<file path="src/rtl/cpu_defs.sv">
// Constants shared across the 16-bit MIPS datapath: the ALU, the muxes, control and the register file.
package cpu_defs;
  localparam int          DATA_W     = 16;
  localparam int          REG_ADDR_W = 3;
  localparam int          REG_COUNT  = 8;
  localparam logic [2:0]  REG_ZERO   = 3'd0;
endpackage

</file>
<file path="src/rtl/reg16_en.sv">
// One data register with a synchronous active-high clear and a load enable.
module reg16_en #(
  parameter int WIDTH = 16
) (
  input  logic             clk,
  input  logic             reset,
  input  logic             load,
  input  logic [WIDTH-1:0] d,
  output logic [WIDTH-1:0] q
);

  always_ff @(posedge clk) begin
    if (reset)
      q <= '0;
    else if (load)
      q <= d;
  end

endmodule

</file>
<file path="src/rtl/reg_file_8x16.sv">
// Eight-entry register file with a hard-wired zero register and two combinational read ports.
// A write in progress is bypassed straight onto any read port addressing the same register.
module reg_file_8x16
  import cpu_defs::*;
#(
  parameter int WIDTH  = DATA_W,
  parameter int ADDR_W = REG_ADDR_W
) (
  input  logic              clk,
  input  logic              reset,
  input  logic              E,
  input  logic              WE,
  input  logic [ADDR_W-1:0] WA,
  input  logic [WIDTH-1:0]  WD,
  input  logic [ADDR_W-1:0] RA1,
  input  logic [ADDR_W-1:0] RA2,
  output logic [WIDTH-1:0]  RD1,
  output logic [WIDTH-1:0]  RD2
);

  localparam int NREG = 1 << ADDR_W;
  localparam logic [ADDR_W-1:0] ZERO_ADDR = ADDR_W'(REG_ZERO);

  logic             wr_en;
  logic [NREG-1:1]  load;
  logic [WIDTH-1:0] q [1:NREG-1];
  logic [WIDTH-1:0] rd1_store;
  logic [WIDTH-1:0] rd2_store;
  logic             byp1;
  logic             byp2;

  assign wr_en = E & WE;

  // R0 is never stored, so the decode only produces loads for R1 and up.
  genvar gi;
  generate
    for (gi = 1; gi < NREG; gi++) begin : g_reg
      assign load[gi] = wr_en && (WA == ADDR_W'(gi));

      reg16_en #(.WIDTH(WIDTH)) u_reg (
        .clk   (clk),
        .reset (reset),
        .load  (load[gi]),
        .d     (WD),
        .q     (q[gi])
      );
    end
  endgenerate

  always_comb begin
    rd1_store = '0;
    rd2_store = '0;
    for (int i = 1; i < NREG; i++) begin
      if (RA1 == ADDR_W'(i)) rd1_store = q[i];
      if (RA2 == ADDR_W'(i)) rd2_store = q[i];
    end
  end

  // Bypass is held off during reset so reads show what storage actually holds.
  assign byp1 = ~reset && wr_en && (WA == RA1) && (RA1 != ZERO_ADDR);
  assign byp2 = ~reset && wr_en && (WA == RA2) && (RA2 != ZERO_ADDR);

  assign RD1 = byp1 ? WD : rd1_store;
  assign RD2 = byp2 ? WD : rd2_store;

endmodule

</file>
<file path="config.mk">
export PLATFORM = sky130hd
export DESIGN_NAME = reg_file_8x16
export DESIGN_NICKNAME = d
export VERILOG_FILES = /design/src/rtl/cpu_defs.sv /design/src/rtl/reg16_en.sv /design/src/rtl/reg_file_8x16.sv
export SDC_FILE = /design/constraint.sdc
export NUM_CORES = 1
export LEC_CHECK = 0
export ABC_AREA = 0
export BUFFER_PORTS_ARGS = -buffer_cell sky130_fd_sc_hd__buf_2
export CAP_MARGIN = 20
export CORE_UTILIZATION = 40
export CTS_CLUSTER_DIAMETER = 30
export DETAILED_ROUTE_END_ITERATION = 7
export PLACE_DENSITY_LB_ADDON = 0.1
export SLEW_MARGIN = 30
export SYNTH_ARGS = -nofsm -noshare
export SYNTH_HDL_FRONTEND = slang
export SYNTH_SLANG_ARGS = --single-unit
</file>
<file path="constraint.sdc">
create_clock -name clk -period 4.59 [get_ports clk]
set_input_delay 0.918 -clock clk [delete_from_list [all_inputs] [get_ports clk]]
set_output_delay 0.918 -clock clk [all_outputs]
set_load 0.01 [all_outputs]
</file>
==> impl_metrics.env <==
export IMPL_status="complete, no violations"
export IMPL_fin_crit_sh_pct=81.49
export IMPL_syn_area_per_cell_um2=8.287
export IMPL_crit_arrival_ns=2.82
export IMPL_cts_sinks=112
export IMPL_start_util_pct=40.72
export IMPL_cts_path_max_buffers=2
export IMPL_syn_instance_count=812
export IMPL_vias_per_cell=5.833
export IMPL_placed_cells=1028
export IMPL_fill_cells=1675
export IMPL_cts_tree="done"
export IMPL_clk_pin_slew_ns=0.07
export IMPL_path_class="primary input to output port"
export IMPL_synthFlopType="dfxtp_1"
export IMPL_postCtsSetupBuffers=0
export IMPL_io_pins=61
export IMPL_rows=47
export IMPL_path_max_fanout=16
export IMPL_required_ns=3.67
export IMPL_dp_hpwl_mm=14.07
export IMPL_largest_register_ff_count=112
export IMPL_dr_total_vias=6096
export IMPL_drt_iter0_markers=474
export IMPL_place_area_um2=7136
export IMPL_grt_pass1_wl_mm=34.10
export IMPL_die_area_um2=17340
export IMPL_ir_worst_vdd_mv=0.1816
export IMPL_fin_total_pwr_mw=2.067
export IMPL_reg_top3="g.u_reg.q x112"
export IMPL_cts_htree_levels=3
export IMPL_synth_area_um2=6729
export IMPL_die_x_um=131.7
export IMPL_antenna_found_initial=1
export IMPL_async_flop_share_pct=0
export IMPL_ys_seq_area_share_pct=33.32
export IMPL_sw_frac_of_total_pct=28.26
export IMPL_yosys_cell_types_count=33
export IMPL_start_kind="primary input"
export IMPL_fp_coreArea_um2=16520
export IMPL_synth_top_area_share_pct=33.32
export IMPL_grt_ovfl_total=0
export IMPL_grt_use_total_pct=25.48
export IMPL_yosysTopAreaCell="dfxtp_1"
export IMPL_top_register="g.u_reg.q"
export IMPL_final_antenna_net_count=0
export IMPL_finClkSkew_ns=0
export IMPL_cp_endpoint="RD2[1]"
export IMPL_reg2reg_setup_slack_ns=3.91
export IMPL_relSlewSlack_pct=35.55
export IMPL_ctsResizeCount=0
export IMPL_maxCapViolCount=0
export IMPL_r2r_start="g_reg[6].u_reg.q[4]$_SDFFE_PP0P_"
export IMPL_clock_latency_ns=0.35
export IMPL_wire_per_inst_um=20.94
export IMPL_first_pass_iters=5
export IMPL_cp_startpoint="RA2[0]"
export IMPL_instances_no_fill=1045
export IMPL_grt_max_degree=101
export IMPL_rsz0062_at_grt="false"
export IMPL_die_h_um=131.7
export IMPL_power_density_nw_per_um2=278.8
export IMPL_yosysWarningCount=0
export IMPL_io_buffer_count=60
export IMPL_worst_pin_slew_ns=0.9636
export IMPL_synth_seq_cells=112
export IMPL_pwr_share_comb_pct=14.9
export IMPL_fin_nets=848
export IMPL_power_switching_mw=0.5842
export IMPL_gp_congestion=0.8316
export IMPL_setup_tns_final_ns=0
export IMPL_grt_pass1_vias=5836
export IMPL_hold_class="flip-flop to flip-flop"
export IMPL_p_int_mw=1.483
export IMPL_layout_commonest_cell="nand2_1"
export IMPL_area_growth_pct=10.17
export IMPL_r2r_end="g_reg[6].u_reg.q[4]$_SDFFE_PP0P_"
export IMPL_pwr_share_clk_pct=37.1
export IMPL_r2r_worst_path_cells=2
export IMPL_drt_total_wl_mm=21.88
export IMPL_synth_net_count=841
export IMPL_final_cell_mix="148 x nand2_1, 112 x dfxtp_1, 68 x nor2_1"
export IMPL_period_minus_slack_ns=3.741
export IMPL_fmax_mhz=267.3
export IMPL_endpoint_kind="output port"
export IMPL_cts_buffers=9
export IMPL_hold_viol=0
export IMPL_p_leak_nw=2.721
export IMPL_post_route_drc_count=0
export IMPL_hold_buffers=0
export IMPL_seqPwrFrac_pct=48.0
export IMPL_slew_viol_final=0
export IMPL_drive_gt1_share_pct=23.18
export IMPL_synthTopCellsByArea="dfxtp_1 33%, mux2_2 10%, mux2i_1 9.5%"
export IMPL_final_area_um2=7413
export IMPL_synth_edff_count=0
export IMPL_root_buffer="clkbuf_16"
export IMPL_setup_viol=0
==> cell type report <==
class	count	area, um^2	area share, %
Sequential cell	112	2242	30.24
Timing Repair Buffer	85	494.2	6.667
Tap cell	220	275.3	3.713
Clock buffer	11	242.7	3.274
Antenna cell	1	2.502	0.03376
Multi-Input combinational cell	611	4124	55.63
Clock inverter	5	32.53	0.4388
==> how the worst min path moves through the flow <==
stage          cells after the start  slack (ns)                              from                          endpoint
2_1_floorplan                      2        0.44  g_reg[4].u_reg.q[0]$_SDFFE_PP0P_  g_reg[4].u_reg.q[0]$_SDFFE_PP0P_
3_3_place_gp                       2        0.45  g_reg[4].u_reg.q[6]$_SDFFE_PP0P_  g_reg[4].u_reg.q[6]$_SDFFE_PP0P_
3_5_place_dp                       2        0.46  g_reg[4].u_reg.q[4]$_SDFFE_PP0P_  g_reg[4].u_reg.q[4]$_SDFFE_PP0P_
4_1_cts                            2        0.47  g_reg[4].u_reg.q[4]$_SDFFE_PP0P_  g_reg[4].u_reg.q[4]$_SDFFE_PP0P_
5_1_grt                            2        0.49  g_reg[4].u_reg.q[6]$_SDFFE_PP0P_  g_reg[4].u_reg.q[6]$_SDFFE_PP0P_
6_report                           2        0.47  g_reg[4].u_reg.q[4]$_SDFFE_PP0P_  g_reg[4].u_reg.q[4]$_SDFFE_PP0P_
==> worst max-delay path, cell delays in order <==
cell and delay, ns:
buf_2 0.29, or3b_1 0.40, a211oi_2 0.30, o211ai_4 0.34, mux2_2 0.42, buf_2 0.15
==> metal layers <==
metal	vias to the layer above	global-route usage (%)	wire length, um
met4	0	7.817	476
met5	-	0	0
li1	2858	-	-
met1	2997	34.80	10070
met2	207	40.15	9966
met3	34	5.324	1364
==> cells in the mapped netlist, drive strengths merged, types with 17 or more instances <==
library cell  instances
nor2                 68
nor2b                17
buf                  24
nand2               148
mux2i                64
clkbuf               65
a21oi                64
a211oi               18
o21ai                32
dfxtp               112
mux2                 80
==> per-stage QoR <==
stage | util, % | hold slack (ns) | setup WS (ns)
6_report | 44.86 | 0.4707 | 0.8494
5_1_grt | 44.86 | 0.4912 | 0.7403
2_1_floorplan | - | 0.4444 | 1.345
3_5_place_dp | 43.18 | 0.4597 | 0.8630
4_1_cts | 44.85 | 0.4702 | 0.8476
3_3_place_gp | 43.16 | 0.4507 | 0.7947
==> power groups by stage <==
stage	sequential [mW]	clock [mW]	combinational, mW
2_1_floorplan	1.01	0	0.207
3_5_place_dp	1.02	0	0.303
5_1_grt	0.995	0.818	0.328
4_1_cts	0.993	0.777	0.306
6_report	0.993	0.766	0.307
3_3_place_gp	1.02	0	0.301
==> kinds of logic (layout without fill, tap and decap cells) <==
group | after synthesis | after routing | share of synthesized area [%]
buf+inv | 89 | 101 | 5.839
xor+xnor | 4 | 4 | 0.5206
flops | 112 | 112 | 33.32
mux | 144 | 144 | 24.02
simple gates | 283 | 283 | 18.76
compound gates | 180 | 180 | 17.53
other cells | 0 | 1 | 0
(Power assumes the default switching activity.)
